[config.mk]
export PLATFORM = sky130hd
export DESIGN_NAME = edge_pulse_gen
export DESIGN_NICKNAME = d
export VERILOG_FILES = /design/src/rtl/edge_pulse_gen.sv
export SDC_FILE = /design/constraint.sdc
export NUM_CORES = 1
export LEC_CHECK = 0
export CAP_MARGIN = 25
export CORE_MARGIN = 5
export CORE_UTILIZATION = 25
export DETAILED_ROUTE_END_ITERATION = 10
export GPL_TIMING_DRIVEN = 0
export PLACE_DENSITY = 0.42
export RECOVER_POWER = 100
export SETUP_SLACK_MARGIN = 0.5
export SLEW_MARGIN = 20
export SYNTH_ARGS = -nofsm -noshare
export SYNTH_HDL_FRONTEND = slang
export SYNTH_SLANG_ARGS = --single-unit
export TNS_END_PERCENT = 50
[constraint.sdc]
create_clock -name clk -period 3.91 [get_ports clk]
set_clock_uncertainty 0.15 [all_clocks]
set_input_delay 0.782 -clock clk [delete_from_list [all_inputs] [get_ports clk]]
set_output_delay 0.782 -clock clk [all_outputs]
set_load 0.03 [all_outputs]
[src/rtl/edge_pulse_gen.sv]
// Multi-channel input conditioner: per channel a synchroniser, a counter
// debouncer, edge-mode event detection, and one-cycle, stretched and sticky
// event outputs. All channels share clock, reset and the edge-mode select.
module edge_pulse_gen #(
    parameter int unsigned CH              = 4,
    parameter int unsigned SYNC_STAGES     = 2,
    parameter int unsigned DEBOUNCE_CYCLES = 4,
    parameter int unsigned PULSE_LEN       = 8,
    parameter logic        RST_LEVEL       = 1'b1
) (
    input  logic          clk,
    input  logic          reset_n,
    input  logic [CH-1:0] edge_sig,
    input  logic [1:0]    mode,
    input  logic [CH-1:0] clr,
    output logic [CH-1:0] pulse_o,
    output logic [CH-1:0] stretch_o,
    output logic [CH-1:0] sticky_o,
    output logic [CH-1:0] level_o
);

    localparam int unsigned DW = $clog2(DEBOUNCE_CYCLES + 1);
    localparam int unsigned PW = $clog2(PULSE_LEN + 1);

    logic [CH-1:0][SYNC_STAGES-1:0] sync_q;
    logic [CH-1:0][DW-1:0]          db_cnt;
    logic [CH-1:0][PW-1:0]          st_cnt;
    logic [CH-1:0]                  event_q;

    logic [CH-1:0] synced_c;
    logic [CH-1:0] differ_c;
    logic [CH-1:0] flip_c;
    logic [CH-1:0] event_c;

    // Synchroniser chains: raw input enters stage 0, last stage is the synced level
    always_ff @(posedge clk or negedge reset_n) begin
        if (!reset_n) begin
            sync_q <= {(CH * SYNC_STAGES){RST_LEVEL}};
        end else begin
            for (int i = 0; i < CH; i++) begin
                sync_q[i] <= {sync_q[i][SYNC_STAGES-2:0], edge_sig[i]};
            end
        end
    end

    // Flip decision and edge qualification; the flip fires on the cycle the count would reach DEBOUNCE_CYCLES
    always_comb begin
        synced_c = '0;
        differ_c = '0;
        flip_c   = '0;
        event_c  = '0;
        for (int i = 0; i < CH; i++) begin
            synced_c[i] = sync_q[i][SYNC_STAGES-1];
            differ_c[i] = synced_c[i] != level_o[i];
            flip_c[i]   = differ_c[i] && (db_cnt[i] == DW'(DEBOUNCE_CYCLES - 1));
            event_c[i]  = flip_c[i] & ((mode[0] & ~level_o[i]) | (mode[1] & level_o[i]));
        end
    end

    // Debouncer: any cycle of agreement restarts the count, an accepted flip clears it
    always_ff @(posedge clk or negedge reset_n) begin
        if (!reset_n) begin
            db_cnt  <= '0;
            level_o <= {CH{RST_LEVEL}};
        end else begin
            for (int i = 0; i < CH; i++) begin
                if (!differ_c[i]) begin
                    db_cnt[i] <= '0;
                end else if (flip_c[i]) begin
                    db_cnt[i]  <= '0;
                    level_o[i] <= ~level_o[i];
                end else begin
                    db_cnt[i] <= db_cnt[i] + DW'(1);
                end
            end
        end
    end

    // Capture qualified events at the flip edge so mode is sampled only there
    always_ff @(posedge clk or negedge reset_n) begin
        if (!reset_n) begin
            event_q <= '0;
        end else begin
            event_q <= event_c;
        end
    end

    // One-cycle pulse and sticky flag; a same-cycle event beats clr
    always_ff @(posedge clk or negedge reset_n) begin
        if (!reset_n) begin
            pulse_o  <= '0;
            sticky_o <= '0;
        end else begin
            pulse_o  <= event_q;
            sticky_o <= event_q | (sticky_o & ~clr);
        end
    end

    // Stretched pulse: an event reloads the remaining count, so retriggers extend without a gap
    always_ff @(posedge clk or negedge reset_n) begin
        if (!reset_n) begin
            st_cnt    <= '0;
            stretch_o <= '0;
        end else begin
            for (int i = 0; i < CH; i++) begin
                if (event_q[i]) begin
                    st_cnt[i]    <= PW'(PULSE_LEN - 1);
                    stretch_o[i] <= 1'b1;
                end else if (st_cnt[i] != '0) begin
                    st_cnt[i] <= st_cnt[i] - PW'(1);
                end else begin
                    stretch_o[i] <= 1'b0;
                end
            end
        end
    end

endmodule

==> impl_metrics.py, run 1 <==
metrics = {
    "run_status": {
        "outcome": "completed",
    },
    "worst_setup_path": {
        "crit_type": "reg2out",
        "critical_path.max_fanout": 5,
        "critical_path_arrival_ns": 1.67,
        "crit_chain": "dlygate4sd3_1",
        "crit_cells": 1,
        "worst_setup_path_start_kind": "flip-flop",
        "max_stage_delay_ns": 0.77,
        "crit_path_end_kind": "output port",
        "ff2ff_path_depth": 4,
        "cp_slowest_cell": "dlygate4sd3_1",
        "cp.buffers_inverters": 1,
        "crit_family": "buffers and inverters",
        "worstPathRequired_ns": 2.98,
    },
    "pwr": {
        "peakVddDrop_v": 0.000186,
        "power_leakage_nw": 1.37,
        "power_density_mw_per_mm2": 671,
    },
    "drt": {
        "antenna_left": 0,
        "wl_per_cell_um": 11.0,
        "drcViolationCount": 0,
        "drt-initial-drc-count": 57,
        "vias": 1360,
        "viasPerCell": 4.08,
        "first_pass_iters": 4,
        "wirelength_um": 3650,
    },
    "clocking": {
        "cts_tree": "done",
        "clk_pin_slew_worst_paths_ns": 0.09,
        "h-tree-depth": 2,
        "cts_buffer_depth": 2,
        "cts.sinks": 56,
        "cts_hold_buf": 0,
        "ctsResizeCount": 0,
        "ctsRootBufferMaster": "clkbuf_8",
        "numCtsBuffers": 5,
        "post_cts_buffers": 0,
        "clk_latency_ns": 0.30,
    },
    "sta": {
        "fmax_ghz": 0.384,
        "rsz0062_at_grt": "false",
        "fin_ws_ns": 1.30,
        "hold_viol": 0,
        "tns_ns": 0,
        "relSlewSlack_pct": 17.2,
        "timing.final.crit_share_pct": 66.6,
        "fin_crit_ns": 2.61,
        "slew_viol_final": 0,
        "setup_viol": 0,
        "tightest_slew_ns": 1.24,
    },
    "grt": {
        "grt_start_max_net_pins": 36,
        "antenna_found_initial": 0,
        "grt_pass1_wl_um": 6640,
        "grt_overflow": 0,
        "grt_use_total_pct": 7.22,
        "grt_pass1_vias": 1426,
    },
    "logic_synthesis": {
        "syn_area_mm2": 0.00235,
        "ys_seq_area_share_pct": 60.1,
        "synthesis.nets": 206,
        "syn_avg_cell_area_um2": 12.7,
        "synthCells": 186,
        "synthDistinctLibCells": 24,
        "ys_ff_latch": 56,
        "ys_warn_count": 0,
    },
    "floorplan": {
        "row_count": 35,
        "core_mm2": 0.00920,
        "die_w_um": 107,
        "ios": 28,
        "start_util_pct": 25.6,
        "die_height_um": 107,
        "dieArea_mm2": 0.0115,
    },
    "run": {
        "maxCapViolCount": 0,
    },
    "cells_and_area": {
        "fin_area_mm2": 0.00285,
        "diodes": 0,
        "layout_common_cells": "dfrtp_1 (44), dlygate4sd3_1 (25), inv_1 (20), nor2b_1 (16)",
        "final_common_cell": "dfrtp_1",
        "fin_cells": 333,
        "nets": 241,
        "drive_gt1_share_pct": 10.4,
        "syn_to_final_growth_pct": 20.8,
    },
    "placement": {
        "placement.io_buffers": 27,
        "gp_congestion": 0.634,
        "dpl_cell_area_mm2": 0.00278,
        "pre_cts_slack_ns": 1.74,
        "hpwlAfterDp_um": 2670,
        "post-place-cells": 325,
    },
    "min_path": {
        "whs_path_depth": 0,
        "hp-class": "reg2reg",
    },
}
==> kinds of logic (layout without fill, tap and decap cells) <==
group / Yosys count / count (layout) / share of synthesized area, %
XOR/XNOR: 4 / 4 / 1.49
buffers and inverters: 24 / 60 / 4.25
adder cells (fa/ha/maj): 8 / 8 / 4.25
AND/OR/NAND/NOR: 62 / 62 / 17.5
multiplexers: 16 / 16 / 7.23
AO/OA/AOI/OAI: 16 / 16 / 5.10
flip-flops: 56 / 56 / 60.1
==> final timing paths <==
kind,from,end,slack [ns]
setup / recovery,level_o[2],level_o[2],1.30
hold / removal,sync_q[4],sync_q[5],0.21
setup reg to reg,st_cnt[4],st_cnt[4],2.26
hold reg to reg,sync_q[4],sync_q[5],0.21
max in group asynchronous,reset_n,sync_q[3],2.19
min in group asynchronous,reset_n,stretch_o[1],0.56
==> layer usage <==
| layer | GRT usage, % | wire length (um) | share of wire [%] |
|---|---|---|---|
| met1 | 8.94 | 1770 | 48 |
| met3 | 2.35 | 184 | 5.0 |
| met5 | 0 | 0 | 0 |
| met4 | 3.01 | 67 | 1.8 |
| met2 | 11.5 | 1630 | 45 |
==> area by class of cell <==
cell class / count / area, um^2
Inverter: 20 / 75.1
Tap cell: 111 / 139
Buffer: 4 / 25.0
Clock inverter: 2 / 10.0
Multi-Input combinational cell: 106 / 813
Sequential cell: 56 / 1420
Fill cell: 952 / 6350
Timing Repair Buffer: 28 / 284
Clock buffer: 6 / 82.6
==> Yosys cell counts, drive strengths merged <==
master | count | area share (%)
dfrtp | 44 | 47
inv | 20 | 3.2
nor2b | 16 | 4.5
dfstp | 12 | 13
nor3 | 12 | 2.6
nor3b | 12 | 4.7
ha | 8 | 4.3
mux2 | 8 | 3.8
mux2i | 8 | 3.4
nand3b | 8 | 2.6
nor2 | 8 | 1.3
a211o | 4 | 1.5
a21o | 4 | 1.3
and3b | 4 | 1.5
o21bai | 4 | 1.3
xnor2 | 4 | 1.5
a21boi | 2 | 0.64
a21oi | 2 | 0.43
buf | 2 | 0.64
clkbuf | 2 | 0.43
nand2b | 2 | 0.53
==> metrics by stage <==
| stage | total power [mW] | hold WS (ns) | util [%] |
|---|---|---|---|
| floorplan | 1.43 | 0.195 | - |
| global placement | 1.64 | 0.196 | 30.1 |
| detailed placement | 1.66 | 0.197 | 30.2 |
| CTS | 2.00 | 0.210 | 31.3 |
| global route | 2.07 | 0.214 | 30.9 |
| finish | 1.91 | 0.210 | 30.9 |
==> flip-flops by register name (all words and copies together) (netlist names) <==
name	count
st_cnt	16
stretch_o	4
sync_q	8
event_q	4
pulse_o	4
sticky_o	4
level_o	4
db_cnt	12
==> report_power, final <==
group	leakage [nW]	total, mW	switching [mW]	internal, mW
Sequential	0.697	0.892	0.126	0.766
Clock	0.0510	0.324	0.182	0.142
Combinational	0.618	0.693	0.341	0.352
Power figures use the tool's default switching activity.
==> run 2: changes to the inputs <==
==> constraint.sdc (replaced) <==
create_clock -name clk -period 2.5 [get_ports clk]
set_clock_uncertainty 0.15 [all_clocks]
set_input_delay 0.5 -clock clk [delete_from_list [all_inputs] [get_ports clk]]
set_output_delay 0.5 -clock clk [all_outputs]
set_load 0.03 [all_outputs]
==> run 2 against run 1 <==
  * Sequential power grew 57%
  * Sequential share of layout area up 0.78 points
  * Highest routed layer unchanged
  * Count of clock-buffer cells in the layout stayed put
  * Critical endpoint is now stretch_o[1]
  * Setup slack worse by 0.84 ns
  * Combinational power increased by 52%
  * Global-route usage about the same
  * Routed wire length up 0.82%
  * Power is 55% higher
  * Non-clock buffer count up 1
==> impl_metrics.py, run 2 (same netlist as run 1, synthesis figures left out) <==
metrics = {
    "floorplan": {
        "start_util_pct": 25.6,
        "row_count": 35,
        "dieArea_mm2": 0.0115,
        "die_height_um": 107,
        "die_w_um": 107,
        "core_mm2": 0.00920,
        "ios": 28,
    },
    "grt": {
        "grt.met1_usage_pct": 8.97,
        "grt_start_max_net_pins": 36,
        "grt_busiest_layer": "met2",
        "met2_usage_pct": 11.6,
        "use_met3_pct": 2.23,
        "antenna_found_initial": 0,
        "grt_overflow": 0,
        "grt_pass1_wl_um": 6670,
        "grt_use_total_pct": 7.23,
        "grt_pass1_vias": 1436,
    },
    "pwr": {
        "power_mw": 2.96,
        "peakVddDrop_v": 0.000287,
        "power_density_mw_per_mm2": 1060,
        "power_leakage_nw": 1.34,
    },
    "min_path": {
        "hp-class": "reg2reg",
        "holdPathEnd": "sync_q[5]",
        "whs_path_depth": 0,
        "worstHoldStart": "sync_q[4]",
    },
    "worst_setup_path": {
        "r2r_end": "st_cnt[4]",
        "max_stage_delay_ns": 0.74,
        "critical_path_arrival_ns": 1.39,
        "worst_setup_path_start_kind": "flip-flop",
        "critical_path.max_fanout": 2,
        "cp_slowest_cell": "dlygate4sd3_1",
        "crit_chain": "dlygate4sd3_1",
        "crit_path_end_kind": "output port",
        "crit_family": "buffers and inverters",
        "crit_type": "reg2out",
        "worstReg2RegStart": "st_cnt[4]",
        "ff2ff_path_depth": 4,
        "cp.buffers_inverters": 1,
        "reg2reg_slack_ns": 0.86,
        "worstPathRequired_ns": 1.85,
    },
    "sta": {
        "fmax_ghz": 0.490,
        "slew_viol_final": 0,
        "fin_crit_ns": 2.04,
        "setup_viol": 0,
        "holdWs_ns": 0.210,
        "timing.final.crit_share_pct": 81.6,
        "tightest_slew_ns": 0.840,
        "hold_viol": 0,
        "rsz0062_at_grt": "true",
        "relSlewSlack_pct": 44.0,
        "fin_ws_ns": 0.460,
        "tns_ns": 0,
    },
    "drt": {
        "wirelength_um": 3680,
        "drcViolationCount": 0,
        "wl_per_cell_um": 11.0,
        "vias": 1363,
        "antenna_left": 0,
        "first_pass_iters": 4,
        "viasPerCell": 4.08,
        "drt-initial-drc-count": 63,
    },
    "clocking": {
        "ctsRootBufferMaster": "clkbuf_8",
        "cts_tree": "done",
        "h-tree-depth": 2,
        "post_cts_buffers": 0,
        "cts.sinks": 56,
        "clk_latency_ns": 0.30,
        "clk_pin_slew_worst_paths_ns": 0.10,
        "cts_buffer_depth": 2,
        "numCtsBuffers": 5,
    },
    "cells_and_area": {
        "final_common_cell": "dfrtp_1",
        "fillers": 963,
        "fin_cells": 334,
        "multi_input_area_um2": 813,
        "largest_register": "st_cnt",
        "diodes": 0,
        "syn_to_final_growth_pct": 19.0,
        "top_regs": "st_cnt (16), db_cnt (12), sync_q (8)",
        "drive_gt1_share_pct": 10.8,
        "layout_common_cells": "dfrtp_1 (44), inv_1 (20), nor2b_1 (16), dlygate4sd3_1 (16)",
        "largest_reg_flops": 16,
        "nets": 242,
        "regArea_mm2": 0.00142,
        "postLayoutCoreUtil_pct": 30.5,
        "fin_area_mm2": 0.00280,
    },
    "placement": {
        "hpwlAfterDp_um": 2670,
        "post-place-cells": 325,
        "placement.io_buffers": 27,
        "dpl_cell_area_mm2": 0.00278,
        "gp_congestion": 0.634,
        "pre_cts_slack_ns": 0.612,
    },
    "run_status": {
        "outcome": "completed",
    },
    "run": {
        "maxCapViolCount": 0,
    },
}
[run 2: cell types whose count changed in the layout (fill, tap and decap cells not counted)]
cell,before,now
buf_12,1,0
buf_4,2,3
clkbuf_1,1,6
clkbuf_2,2,3
dlygate4sd2_1,0,4
dlygate4sd3_1,25,16
[run 2: what timing repair did]
item                                    4_1_cts  5_1_grt
hold buffers                                  1        0
endpoints found under the hold margin        21        0
resized for setup                             4        6
endpoints found under the setup margin        8       13
[run 2: where the power goes]
part           leakage [nW]  switching [mW]  internal, mW
Sequential            0.697           0.199          1.20
Combinational         0.592           0.534         0.517
Clock                0.0510           0.285         0.222
Total                  1.34            1.02          1.94
[run 2: final cells by class]
type | instances | share of cell area [%]
plain buffers | 4 | 0.893
clock buffers | 6 | 2.95
clock inverters | 2 | 0.357
inverters | 20 | 2.68
multi-input cells | 106 | 29.0
flip-flops and latches | 56 | 50.6
well taps | 111 | 4.96
repair buffers | 29 | 8.58
[run 2: worst max-delay path by stage]
stage / startpoint / endpoint / slack [ns] / cells past startpoint
floorplan: st_cnt[0] / st_cnt[0] / 1.21 / 4
global placement: reset_n / db_cnt[0] / -1.12 / 1
detailed placement: level_o[1] / level_o[1] / 0.61 / 1
CTS: stretch_o[2] / stretch_o[2] / 0.48 / 1
global route: reset_n / db_cnt[8] / 0.33 / 3
finish: stretch_o[1] / stretch_o[1] / 0.46 / 1
[run 2: per-layer routing]
metal  vias up  part of all wire, %  wire [um]
li1        690                    -          -
met1       644                   49       1810
met2        23                   45       1640
met3         6                  4.4        163
met4         0                  1.8         67
met5         -                    0          0
==> run 3: changes to the inputs <==
==> constraint.sdc (replaced) <==
create_clock -name clk -period 2.1 [get_ports clk]
set_clock_uncertainty 0.15 [all_clocks]
set_input_delay 0.42 -clock clk [delete_from_list [all_inputs] [get_ports clk]]
set_output_delay 0.42 -clock clk [all_outputs]
set_load 0.03 [all_outputs]
==> run 3 against run 2 <==
  * Sequential power is 17% higher
  * Die area stayed put
  * Routed wire length is 1.1% higher
  * Setup slack worse by 0.12 ns
  * Combinational power is 26% higher
  * Worst hold slack hardly changed
  * First-iteration DRC count stayed put
  * Global-route usage hardly changed
  * Critical path depth stayed put
  * Register-to-register slack worse by 0.41 ns
  * Critical path type unchanged
==> impl_metrics.py, run 3 (same netlist as run 1, synthesis figures left out) <==
metrics = {
    "worst_setup_path": {
        "worst_setup_path_start_kind": "flip-flop",
        "critical_path_arrival_ns": 1.19,
        "crit_start": "level_o[3]",
        "ff2ff_path_depth": 4,
        "critical_path.max_fanout": 3,
        "reg2reg_slack_ns": 0.45,
        "crit_type": "reg2out",
        "worstReg2RegStart": "st_cnt[4]",
        "max_stage_delay_ns": 0.56,
        "crit_family": "flip-flops",
        "crit_path_end_kind": "output port",
        "setup.worst_path.end": "level_o[3]",
        "crit_cells": 1,
        "crit_chain": "clkbuf_1",
        "cp.buffers_inverters": 1,
        "r2r_end": "st_cnt[4]",
        "worstPathRequired_ns": 1.53,
        "cp_slowest_cell": "dfstp_1",
    },
    "cells_and_area": {
        "largest_reg_flops": 16,
        "top_regs": "st_cnt (16), db_cnt (12), sync_q (8)",
        "drive_gt1_share_pct": 11.4,
        "largest_register": "st_cnt",
        "postLayoutCoreUtil_pct": 30.5,
        "fillers": 965,
        "nets": 247,
        "regArea_mm2": 0.00142,
        "layout_common_cells": "dfrtp_1 (44), inv_1 (20), nor2b_1 (16), clkbuf_1 (16)",
        "final_common_cell": "dfrtp_1",
        "diodes": 0,
        "multi_input_area_um2": 813,
        "syn_to_final_growth_pct": 19.2,
    },
    "drt": {
        "drcViolationCount": 0,
        "antenna_left": 0,
        "first_pass_iters": 4,
        "drt-initial-drc-count": 63,
        "viasPerCell": 4.07,
        "wirelength_um": 3730,
        "vias": 1379,
        "wl_per_cell_um": 11.0,
    },
    "placement": {
        "gp_congestion": 0.634,
        "placement.io_buffers": 27,
        "hpwlAfterDp_um": 2670,
    },
    "grt": {
        "grt_use_total_pct": 7.26,
        "grt_pass1_vias": 1446,
        "grt_start_max_net_pins": 36,
        "antenna_found_initial": 0,
        "grt_pass1_wl_um": 6690,
        "grt_overflow": 0,
    },
    "run": {
        "maxCapViolCount": 0,
    },
    "sta": {
        "fmax_ghz": 0.569,
        "timing.final.crit_share_pct": 83.7,
        "rsz0062_at_grt": "true",
        "fin_crit_ns": 1.76,
        "hold_viol": 0,
        "relSlewSlack_pct": 61.4,
        "slew_viol_final": 0,
        "tightest_slew_ns": 0.579,
        "setup_viol": 0,
    },
    "floorplan": {
        "die_height_um": 107,
        "die_w_um": 107,
        "row_count": 35,
        "core_mm2": 0.00920,
        "ios": 28,
        "dieArea_mm2": 0.0115,
        "start_util_pct": 25.6,
    },
    "clocking": {
        "cts.sinks": 56,
        "clk_latency_ns": 0.30,
        "cts_buffer_depth": 2,
        "numCtsBuffers": 5,
        "clk_pin_slew_worst_paths_ns": 0.09,
        "h-tree-depth": 2,
        "ctsRootBufferMaster": "clkbuf_8",
        "cts_tree": "done",
    },
    "pwr": {
        "peakVddDrop_v": 0.000380,
        "power_leakage_nw": 1.31,
        "power_mw": 3.56,
        "power_density_mw_per_mm2": 1270,
    },
    "run_status": {
        "outcome": "completed",
    },
    "min_path": {
        "worstHoldStart": "sync_q[4]",
        "hp-class": "reg2reg",
    },
}
[run 3: changes by cell type in the layout (fill, tap and decap cells not counted), sizes merged]
cell           delta
buf               +4
clkdlybuf4s50     +2
clkbuf            +8
dlygate4sd2       -4
clkdlybuf4s25     +3
dlygate4sd3       -8
[run 3: power breakdown]
group | internal [mW] | leakage [nW] | switching [mW] | total (mW)
logic | 0.639 | 0.564 | 0.676 | 1.32
registers | 1.43 | 0.697 | 0.212 | 1.64
clock network | 0.264 | 0.0510 | 0.340 | 0.604
[run 3: worst min path at each step]
stage / end / slack (ns) / cells past startpoint
finish: sync_q[5] / 0.21 / 0
floorplan: db_cnt[0] / -0.03 / 0
global route: sync_q[1] / 0.21 / 0
CTS: sync_q[3] / 0.21 / 0
global placement: sync_q[1] / 0.20 / 0
detailed placement: stretch_o[1] / 0.19 / 1
[run 3: stage by stage]
step / TNS (ns) / area [um^2] / hold WS [ns] / worst slack, ns / instances
floorplan: 0 / 2350 / -0.0256 / 0.812 / 186
global placement: -72.32 / 2760 / 0.196 / -1.44 / 324
detailed placement: 0 / 2780 / 0.189 / 0.292 / 325
CTS: 0 / 2900 / 0.211 / 0.460 / 337
global route: 0 / 2810 / 0.214 / 0.284 / 339
finish: 0 / 2810 / 0.210 / 0.342 / 339
[run 3: area by class of cell]
class	instances	share of cell area, %
flip-flops and latches	56	50.5
multi-input cells	106	29.0
repair buffers	34	8.83
well taps	111	4.95
clock buffers	6	2.94
inverters	20	2.67
plain buffers	4	0.802
clock inverters	2	0.357
[run 3: metal layers]
metal  routed length (um)  track usage (%)  vias to the layer above
met2                 1660             11.7                       23
li1                     -                -                      701
met5                    0                0                        -
met1                 1840             9.01                      649
met3                  158             2.23                        6
met4                   67             3.01                        0
[run 3: repair_timing]
action | 4_1_cts | 5_1_grt
gates resized for setup | 48 | 9
endpoints found under the setup margin | 16 | 12
buffers inserted | 3 | 2
hold buffers | 1 | 0
hold endpoints to repair | 21 | 0
